## config.mk

```make
export PLATFORM = sky130hd
export DESIGN_NAME = stream_frame_gen
export DESIGN_NICKNAME = d
export VERILOG_FILES = /design/src/rtl/stream_frame_gen_pkg.sv /design/src/rtl/skid_fifo2.sv /design/src/rtl/stream_frame_gen.sv
export SDC_FILE = /design/constraint.sdc
export NUM_CORES = 1
export LEC_CHECK = 0
export CORE_MARGIN = 2
export CORE_UTILIZATION = 39
export CTS_BUF_LIST = sky130_fd_sc_hd__clkbuf_8
export CTS_CLUSTER_SIZE = 40
export DETAILED_ROUTE_END_ITERATION = 7
export GPL_TIMING_DRIVEN = 0
export PLACE_DENSITY = 0.71
export SLEW_MARGIN = 40
export SYNTH_ARGS = -nofsm -noshare
export SYNTH_HDL_FRONTEND = slang
export SYNTH_SLANG_ARGS = --single-unit
```

## constraint.sdc

```tcl
create_clock -name clk -period 2 [get_ports clk]
set_input_delay 0.4 -clock clk [delete_from_list [all_inputs] [get_ports clk]]
set_output_delay 0.4 -clock clk [all_outputs]
set_load 0.02 [all_outputs]
```

## src/rtl/stream_frame_gen_pkg.sv

```systemverilog
// Shared types and constants for the frame streamer: FSM encoding, sideband
// flag positions and beat-width helpers.
package stream_frame_gen_pkg;

    typedef enum logic [1:0] {
        ST_IDLE  = 2'd0,
        ST_RUN   = 2'd1,
        ST_GAP   = 2'd2,
        ST_DRAIN = 2'd3
    } state_t;

    // Sideband flags ride above the channel data inside a FIFO beat
    localparam int FLAG_W  = 3;
    localparam int SOF_BIT = 0;
    localparam int EOL_BIT = 1;
    localparam int EOF_BIT = 2;

    function automatic int beat_width(input int data_width, input int num_ch);
        return data_width * num_ch + FLAG_W;
    endfunction

    function automatic int cnt_width(input int n);
        return (n > 1) ? $clog2(n) : 1;
    endfunction

endpackage

```

## src/rtl/skid_fifo2.sv

```systemverilog
// Two-entry registered FIFO with a valid/ready output handshake; the head
// entry drives the output directly so data is stable while stalled.
module skid_fifo2 #(
    parameter int W = 67
) (
    input  logic         clk,
    input  logic         reset,
    input  logic         push,
    input  logic [W-1:0] push_data,
    input  logic         ready,
    output logic         valid,
    output logic [W-1:0] head_data,
    output logic [1:0]   count
);

    logic [W-1:0] head_r;
    logic [W-1:0] tail_r;
    logic [W-1:0] head_s;
    logic [W-1:0] tail_s;
    logic [1:0]   count_r;
    logic [1:0]   count_s;
    logic         valid_r;
    logic         pop_s;
    logic         push_s;

    // Next storage contents for every push/pop combination
    always_comb begin
        pop_s   = valid_r && ready;
        push_s  = push && ((count_r != 2'd2) || pop_s);
        head_s  = head_r;
        tail_s  = tail_r;
        count_s = count_r;
        case ({push_s, pop_s})
            2'b10: begin
                if (count_r == 2'd0) begin
                    head_s = push_data;
                end else begin
                    tail_s = push_data;
                end
                count_s = count_r + 2'd1;
            end
            2'b01: begin
                head_s  = tail_r;
                count_s = count_r - 2'd1;
            end
            2'b11: begin
                if (count_r == 2'd1) begin
                    head_s = push_data;
                end else begin
                    head_s = tail_r;
                    tail_s = push_data;
                end
            end
            default: begin
                count_s = count_r;
            end
        endcase
    end

    // Storage and occupancy registers
    always_ff @(posedge clk) begin
        if (reset) begin
            head_r  <= '0;
            tail_r  <= '0;
            count_r <= 2'd0;
            valid_r <= 1'b0;
        end else begin
            head_r  <= head_s;
            tail_r  <= tail_s;
            count_r <= count_s;
            valid_r <= (count_s != 2'd0);
        end
    end

    assign valid     = valid_r;
    assign head_data = head_r;
    assign count     = count_r;

endmodule

```

## src/rtl/stream_frame_gen.sv

```systemverilog
// Multi-channel raster frame streamer: reads NUM_CH channels per pixel from a
// 1-cycle-latency buffer and replays every frame NUM_PASS times with markers.
module stream_frame_gen
    import stream_frame_gen_pkg::*;
#(
    parameter int DATA_WIDTH = 32,
    parameter int NUM_CH     = 8,
    parameter int WIDTH      = 56,
    parameter int HEIGHT     = 56,
    parameter int NUM_IMG    = 1,
    parameter int NUM_PASS   = 3,
    parameter int GAP        = 0,
    parameter int ADDR_WIDTH = $clog2(WIDTH * HEIGHT * NUM_IMG)
) (
    input  logic                         clk,
    input  logic                         reset,
    input  logic                         start,
    output logic                         mem_rd_en,
    output logic [ADDR_WIDTH-1:0]        mem_addr,
    input  logic [NUM_CH*DATA_WIDTH-1:0] mem_rdata,
    output logic [NUM_CH*DATA_WIDTH-1:0] data_out,
    output logic                         valid_out,
    input  logic                         ready_in,
    output logic                         sof,
    output logic                         eol,
    output logic                         eof,
    output logic                         busy,
    output logic                         done
);

    localparam int DW     = NUM_CH * DATA_WIDTH;
    localparam int BW     = beat_width(DATA_WIDTH, NUM_CH);
    localparam int COL_W  = cnt_width(WIDTH);
    localparam int ROW_W  = cnt_width(HEIGHT);
    localparam int IMG_W  = cnt_width(NUM_IMG);
    localparam int PASS_W = cnt_width(NUM_PASS);

    state_t                state_r;
    state_t                state_s;
    logic [COL_W-1:0]      col_r;
    logic [COL_W-1:0]      col_s;
    logic [ROW_W-1:0]      row_r;
    logic [ROW_W-1:0]      row_s;
    logic [IMG_W-1:0]      img_r;
    logic [IMG_W-1:0]      img_s;
    logic [PASS_W-1:0]     pass_r;
    logic [PASS_W-1:0]     pass_s;
    logic [ADDR_WIDTH-1:0] addr_r;
    logic [ADDR_WIDTH-1:0] addr_s;
    logic [7:0]            gap_cnt_r;
    logic                  in_flight_r;
    logic [FLAG_W-1:0]     flags_r;
    logic [FLAG_W-1:0]     flags_s;
    logic                  busy_r;
    logic                  busy_s;
    logic                  done_r;
    logic                  done_s;

    logic                  last_col_s;
    logic                  last_row_s;
    logic                  last_img_s;
    logic                  last_pass_s;
    logic                  frame_end_s;
    logic                  run_end_s;
    logic                  issue_s;
    logic                  credit_ok_s;
    logic                  xfer_s;
    logic                  drain_empty_s;
    logic [2:0]            credits_s;

    logic [BW-1:0]         head_s;
    logic [1:0]            fifo_count_s;
    logic                  fifo_valid_s;

    // Position, credit and issue decisions for the current cycle
    always_comb begin
        last_col_s  = (col_r == COL_W'(WIDTH - 1));
        last_row_s  = (row_r == ROW_W'(HEIGHT - 1));
        last_img_s  = (img_r == IMG_W'(NUM_IMG - 1));
        last_pass_s = (pass_r == PASS_W'(NUM_PASS - 1));
        xfer_s      = fifo_valid_s && ready_in;
        // Buffered beats plus the read whose data lands this cycle
        credits_s   = {1'b0, fifo_count_s} + {2'b00, in_flight_r};
        credit_ok_s = (credits_s <= 3'd1) || ((credits_s == 3'd2) && xfer_s);
        issue_s     = (state_r == ST_RUN) && credit_ok_s;
        frame_end_s = issue_s && last_col_s && last_row_s;
        run_end_s   = frame_end_s && last_img_s && last_pass_s;
        drain_empty_s = !in_flight_r &&
                        ((fifo_count_s == 2'd0) || ((fifo_count_s == 2'd1) && xfer_s));
        flags_s          = '0;
        flags_s[SOF_BIT] = (col_r == '0) && (row_r == '0);
        flags_s[EOL_BIT] = last_col_s;
        flags_s[EOF_BIT] = last_col_s && last_row_s;
    end

    // Raster counters; the linear address follows col/row/img and restarts each pass
    always_comb begin
        col_s  = col_r;
        row_s  = row_r;
        img_s  = img_r;
        pass_s = pass_r;
        addr_s = addr_r;
        if (state_r == ST_IDLE) begin
            col_s  = '0;
            row_s  = '0;
            img_s  = '0;
            pass_s = '0;
            addr_s = '0;
        end else if (issue_s) begin
            addr_s = addr_r + ADDR_WIDTH'(1);
            if (last_col_s) begin
                col_s = '0;
                if (last_row_s) begin
                    row_s = '0;
                    if (last_img_s) begin
                        img_s  = '0;
                        addr_s = '0;
                        if (last_pass_s) begin
                            pass_s = '0;
                        end else begin
                            pass_s = pass_r + PASS_W'(1);
                        end
                    end else begin
                        img_s = img_r + IMG_W'(1);
                    end
                end else begin
                    row_s = row_r + ROW_W'(1);
                end
            end else begin
                col_s = col_r + COL_W'(1);
            end
        end else begin
            addr_s = addr_r;
        end
    end

    // Next-state logic
    always_comb begin
        state_s = state_r;
        case (state_r)
            ST_IDLE: begin
                if (start) begin
                    state_s = ST_RUN;
                end else begin
                    state_s = ST_IDLE;
                end
            end
            ST_RUN: begin
                if (run_end_s) begin
                    state_s = ST_DRAIN;
                end else if (frame_end_s && (GAP > 0)) begin
                    state_s = ST_GAP;
                end else begin
                    state_s = ST_RUN;
                end
            end
            ST_GAP: begin
                if (gap_cnt_r == 8'(GAP - 1)) begin
                    state_s = ST_RUN;
                end else begin
                    state_s = ST_GAP;
                end
            end
            ST_DRAIN: begin
                if (drain_empty_s) begin
                    state_s = ST_IDLE;
                end else begin
                    state_s = ST_DRAIN;
                end
            end
            default: begin
                state_s = ST_IDLE;
            end
        endcase
    end

    // Status outputs, looking ahead one edge so they register with the state change
    always_comb begin
        busy_s = (state_s != ST_IDLE);
        done_s = (state_r == ST_DRAIN) && (state_s == ST_IDLE);
    end

    // State, counters, read pipeline and status registers
    always_ff @(posedge clk) begin
        if (reset) begin
            state_r     <= ST_IDLE;
            col_r       <= '0;
            row_r       <= '0;
            img_r       <= '0;
            pass_r      <= '0;
            addr_r      <= '0;
            gap_cnt_r   <= 8'd0;
            in_flight_r <= 1'b0;
            flags_r     <= '0;
            busy_r      <= 1'b0;
            done_r      <= 1'b0;
        end else begin
            state_r     <= state_s;
            col_r       <= col_s;
            row_r       <= row_s;
            img_r       <= img_s;
            pass_r      <= pass_s;
            addr_r      <= addr_s;
            gap_cnt_r   <= (state_r == ST_GAP) ? (gap_cnt_r + 8'd1) : 8'd0;
            in_flight_r <= issue_s;
            flags_r     <= flags_s;
            busy_r      <= busy_s;
            done_r      <= done_s;
        end
    end

    skid_fifo2 #(
        .W (BW)
    ) u_out_fifo (
        .clk       (clk),
        .reset     (reset),
        .push      (in_flight_r),
        .push_data ({flags_r, mem_rdata}),
        .ready     (ready_in),
        .valid     (fifo_valid_s),
        .head_data (head_s),
        .count     (fifo_count_s)
    );

    assign mem_rd_en = issue_s;
    assign mem_addr  = addr_r;
    assign data_out  = head_s[DW-1:0];
    assign valid_out = fifo_valid_s;
    assign sof       = head_s[DW + SOF_BIT];
    assign eol       = head_s[DW + EOL_BIT];
    assign eof       = head_s[DW + EOF_BIT];
    assign busy      = busy_r;
    assign done      = done_r;

endmodule

```

# After elaboration in Yosys (flattened, before gate mapping)
# Index checks and enable logic that the tools add are counted.
# W data, S select, Z words.
[op_classes]
addsub = 9
n_mul = 0
div = 0
order_cmp = 1
eq_ne = 16
n_shift = 0
muxes = 19
n_bitwise = 2
reduce_logical = 33
[op_table]
columns = ["op", "count"]
rows = [
  ["$mux W259", 4],
  ["$pmux W259 S3", 1],
  ["$pmux W259 S2", 1],
  ["$mux W12", 3],
  ["$logic_and A1 B1 Y1", 13],
  ["$add A12 B1 Y12 const B", 1],
  ["$add A6 B1 Y6 const B", 2],
  ["$eq A6 B6 Y1 const B", 2],
  ["$logic_not A6 Y1", 2],
  ["$mux W6", 2],
  ["$eq A2 B2 Y1 const B", 5],
  ["$add A8 B1 Y8 const B", 1],
  ["$eq A8 B8 Y1 const B", 1],
  ["$mux W2", 4],
  ["$ne A2 B2 Y1 const B", 4],
  ["$pmux W2 S4", 1],
  ["$eq A2 B1 Y1 const B", 3],
  ["$logic_not A2 Y1", 3],
  ["$reduce_and A3 Y1", 2],
  ["$reduce_bool A2 Y1", 3],
  ["$add A2 B1 Y2 const B", 2],
  ["$pmux W2 S2", 1],
  ["$reduce_and A2 Y1", 2],
  ["$reduce_and A4 Y1", 1],
  ["11 further kinds", 16],
]
[totals]
ff_bits = 564
latch_bits = 0
ramBits = 0
romBits = 0
out_inout_bits = 275
wordCells = 95
n_memories = 0

# Logic depth before layout (Yosys ltp)
[logic_depth]
ltp_word = 13
ltp_mapped = 10
ltp_nobuf = 8

# By module
# From an unflattened synthesis, not the netlist that was laid out.
[unflattened]
hier_cells = 2840
area_unflattened_um2 = 22165.0
[by_module_without_submodules]
columns = ["mod", "n_inst", "cells_each", "area_each_um2"]
rows = [
  ["skid_fifo2", 1, 2591, 20061.7],
  ["stream_frame_gen", 1, 249, 2103.3],
]

# Least setup slack after synthesis
# OpenSTA, ideal clock, no wires.
[synth_path]
kind = "flip-flop to flip-flop"
start = "register u_out_fifo.count_r[0], in the netlist u_out_fifo.count[0]"
end = "register row_r[3]"
setup_time_ns = 0.070
arrival_ns = 2.056
setup_slack_ns = -0.126
stages_incl_launch_ff = 10
period_less_slack_ns = 2.126
cell_sequence = "dfxtp_1 -> ha_1 -> inv_1 -> ha_1 -> nand2b_1 -> o41a_1 -> buf_6 -> buf_6 -> or4_1 -> a21oi_1"
[synth_via]
elab_chain_cells = 6
word_cells_on_any_way = 7
[synth_lines]
columns = ["item", "line", "source"]
rows = [
  ["from (decl)", "skid_fifo2.sv:20", "logic [1:0] count_r;"],
  ["from (signal assigned)", "skid_fifo2.sv:70", "count_r <= count_s;"],
  ["$add A2 B1 Y3 (*)", "stream_frame_gen.sv:83", "credits_s = {1'b0, fifo_count_s} + {2'b00, in_flight_r};"],
  ["branches (longest 2 deep; another with $le A3 B1 Y1)", "--", ""],
  ["$logic_or A1 B1 Y1 (*)", "stream_frame_gen.sv:84", "credit_ok_s = (credits_s <= 3'd1) || ((credits_s == 3'd2) && xfer_s);"],
  ["$logic_and A1 B1 Y1 (*)", "stream_frame_gen.sv:85", "issue_s = (state_r == ST_RUN) && credit_ok_s;"],
  ["$reduce_and A2 Y1 (no source line) (*)", "--", ""],
  ["to (signal assigned)", "stream_frame_gen.sv:200", "row_r <= row_s;"],
  ["to (decl)", "stream_frame_gen.sv:42", "logic [ROW_W-1:0] row_r;"],
]
# Mark *: on every way between the ends.
# A chain may end at the register's enable or synchronous reset.

# Final worst setup path
[layout_path]
start = "register u_out_fifo.count_r[0], in the netlist u_out_fifo.count[0]"
end = "output mem_rd_en"
[layout_via]
elab_chain_cells = 5
word_cells_on_any_way = 6
[layout_lines]
columns = ["item", "line", "source"]
rows = [
  ["$add A2 B1 Y3 (*)", "stream_frame_gen.sv:83", ""],
  ["branches (longest 2 deep; another with $le A3 B1 Y1)", "--", ""],
  ["$logic_or A1 B1 Y1 (*)", "stream_frame_gen.sv:84", ""],
  ["$logic_and A1 B1 Y1 (*)", "stream_frame_gen.sv:85", ""],
  ["to (decl)", "stream_frame_gen.sv:18", "output logic mem_rd_en,"],
]
# Marked as above.

==> flow_summary_export.csv <==
group,metric,value,unit
status,status,"complete, but fails checks",
status,violations,"negative setup slack",
routing,drt-vias-per-instance,5.16,
placement,place.gp.congestion,0.874,
timing,max_slew_margin,0.520,
cts,cts_tree,"built",
cts,clock_latency,690,ps
timing,hold_slack,281,ps
cts,clkTransAtPathRegs,60,ps
critical_path,r2r_end,"row_r[4]$_SDFFE_PP0N_",
critical_path,crit_chain,"ha_4 > inv_2 > ha_4 > nand2b_1 > o41a_1 > buf_6 > buf_8 > clkinv_8 > buf_8",
finish,layout_common_cells,"nand2_1 (1,048), dfxtp_1 (559), clkdlybuf4s50_1 (518), nor2_1 (272), a21oi_1 (271)",
cts,cts_made_buffers,98,
routing,drc,0,
routing,avgRoutedWirePerCell,18.5,um
yosys,synth.distinct_cells,45,
floorplan,core.rowCount,86,
critical_path,cpLargestDelayFamily,"buffers and inverters",
floorplan,fp.dieH,241,um
timing,clock_skew,26.2,ps
min_path,min-delay-start,"mem_rdata[133]",
critical_path,worstSetupStartpointType,"flip-flop",
routing,drtIter0Drc,1469,
finish,final_common_cell,"nand2_1",
floorplan,die-area,58000,sq um
critical_path,cpPeakStageDelay,360,ps
critical_path,critPathMaxFanout,10,
critical_path,worstRegToRegCells,10,
routing,routed_wl,79600,um
yosys,synth_nets,3086,
yosys,synth-seq-cells,563,
global_route,grt_usage,0.261,
global_route,grt_pass1_vias,20500,
routing,firstDrtPassIters,5,
power_and_ir_drop,p_leak,11.7,nW
critical_path,r2r-start,"u_out_fifo.count[0]$_SDFF_PP0_",
cts,numClockSinks,563,
power_and_ir_drop,ir_drop,0.564,mV
yosys,syn_area,21900,sq um
yosys,synth-edff-count,0,
timing,period_needed,2630,ps
timing,setup_viol,642,
global_route,grt_max_degree,14,
cts,root_buffer,"clkbuf_8",
critical_path,ff2ff_setup_slack,-210,ps
routing,dr_total_vias,22200,
routing,ant_nets,0,
floorplan,ios,535,
global_route,grt_pass1_wl,118000,um
critical_path,crit_type,"flip-flop to output pin",
cts,cts_max_path_buffers,3,
cts,hold_buffers,0,
floorplan,start_util,0.396,
finish,fillers,5138,
timing,rsz0062_at_grt,"yes",
critical_path,critPathCaptureType,"output pin",
timing,fin_tns_setup,-37150,ps
timing,layout_setup_ws,-632,ps
floorplan,coreArea,55300,sq um
placement,io_buffers,533,
finish,drive_gt1_frac,0.117,
min_path,holdPathStages,3,
power_and_ir_drop,p_per_area,1240,nW/um^2
timing,final_max_slew_viol_count,0,
yosys,synth_top_cell_area_share,0.515,
cts,htreeDepth,3,
timing,post-route-period-util,1.32,
yosys,yosys_warnings,0,
floorplan,die_x,241,um
timing,max_freq,380,MHz
finish,nets,3745,
job,maxCapViolCount,0,
min_path,min_delay_worst_endpoint,"u_out_fifo.tail_r[133]$_SDFFE_PP0P_",
min_path,hp-class,"primary input to flip-flop",
finish,area_growth,46.3,%
yosys,synth_largest_area_cell,"dfxtp_1",
yosys,synth_area_leaders,"dfxtp_1 (52%), nand2_1 (18%), a311oi_1 (10%), a21oi_1 (6.5%), nor2_1 (4.7%)",
critical_path,worstPathArrival,2230,ps
global_route,overflow,0,
critical_path,worstPathRequired,1600,ps
timing,hold_viol,0,
global_route,antenna_found_initial,13,
yosys,ys_async_sr_fraction,0,
timing,worst-slew-pin-transition,720,ps
placement,place_hpwl,55800,um
yosys,postSynthCellCount,2814,
critical_path,slowest_stage,"dfxtp_4",
yosys,synth_ff_type,"dfxtp_1",
critical_path,crit_buf_inv,5,
yosys,ys_seq_area_frac,0.515,
yosys,postSynthAreaPerCell,7.78,sq um
layer usage:
| layer | up-vias | routed length [um] | track usage |
|---|---|---|---|
| met4 | 2 | 3100 | 0.123 |
| met5 | - | 13 | 0 |
| met2 | 734 | 37800 | 0.428 |
| li1 | 10900 | - | - |
| met3 | 164 | 5570 | 0.0556 |
| met1 | 10400 | 33100 | 0.329 |
stage by stage:
step / power, W / instances / worst slack, ps / instance area, sq um / utilization
3_3_place_gp: 0.0275 / 4095 / -1630 / 28200 / 0.510
3_5_place_dp: 0.0277 / 4095 / -1450 / 28200 / 0.510
2_1_floorplan: 0.0214 / 2814 / -40.3 / 21900 / -
6_report: 0.0398 / 4303 / -632 / 32000 / 0.579
5_1_grt: 0.0418 / 4301 / -715 / 32000 / 0.579
4_1_cts: 0.0391 / 4276 / -706 / 31200 / 0.564
worst min-delay path: cells and delay by family:
family	cells	cell delay (ps)
buffers and inverters	1	420
and+or+nand+nor	1	60
AOI/OAI and AO/OA	1	50
cells by family after synthesis:
family,count (synthesis),synth area share
adder cells (fa/ha/maj),12,0.00686
flip-flops,563,0.515
multiplexers,3,0.00137
AND/OR/NAND/NOR,1397,0.249
AO/OA/AOI/OAI,581,0.180
buffers and inverters,251,0.0449
XOR/XNOR,7,0.00280
synthesized netlist by cell type, drive strengths merged, types with 3 or more instances:
master / n
a311oi: 259
buf: 30
o31ai: 11
or3: 8
mux2i: 3
dfxtp: 563
a211oi: 3
or4: 13
nand2: 1052
nand3: 14
inv: 11
nand2b: 5
clkbuf: 209
xor2: 3
nor2: 272
or2: 5
a21oi: 286
xnor2: 4
ha: 12
nand4: 8
o21ai: 15
nor3: 4
layout make-up:
cell class	instances	area [sq um]	share of cell area
sequential	563	11300	0.352
multi-input combinational	2000	9980	0.312
timing repair buffer	562	5770	0.180
buffer	236	2010	0.0628
clock buffer	125	1720	0.0537
tap	748	936	0.0292
clock inverter	43	219	0.00684
inverter	12	60.1	0.00188
antenna	14	35.0	0.00109
registers in the layout, summed over array words and instances (netlist names):
signal and count:
u_out_fifo.head_data 259, flags_r 3, u_out_fifo.tail_r 259, state_r 2, col_r 6, pass_r 2, u_out_fifo.count 2, mem_addr 12
busy 1, gap_cnt_r 8, done 1, in_flight_r 1, u_out_fifo.valid 1, row_r 6
power by group:
part	switching (W)	internal (W)	leakage, nW
logic	0.00849	0.00664	5.99
clock network	0.00474	0.00570	1.12
registers	0.00111	0.0132	4.59
total	0.0143	0.0255	11.7
how the worst max path moves through the flow:
stage / startpoint / to / slack (ps) / depth (start not counted)
6_report: u_out_fifo.count[0]$_SDFF_PP0_ / mem_rd_en / -630 / 9
5_1_grt: in_flight_r$_SDFF_PP0_ / mem_rd_en / -710 / 9
4_1_cts: u_out_fifo.count[0]$_SDFF_PP0_ / mem_rd_en / -710 / 9
3_5_place_dp: ready_in / u_out_fifo.head_data[130]$_SDFFE_PP0P_ / -1450 / 8
3_3_place_gp: ready_in / u_out_fifo.tail_r[44]$_SDFFE_PP0P_ / -1630 / 7
2_1_floorplan: u_out_fifo.count[0]$_SDFF_PP0_ / pass_r[0]$_SDFFE_PP0N_ / -40 / 9
what timing repair did:
item	in CTS	in global routing
setup endpoints to repair	821	821
endpoints found under the hold margin	0	0
resized for setup	276	314
pin swaps	6	24
gates cloned	3	4
setup buffers	11	12
Power figures use the tool's default switching activity.
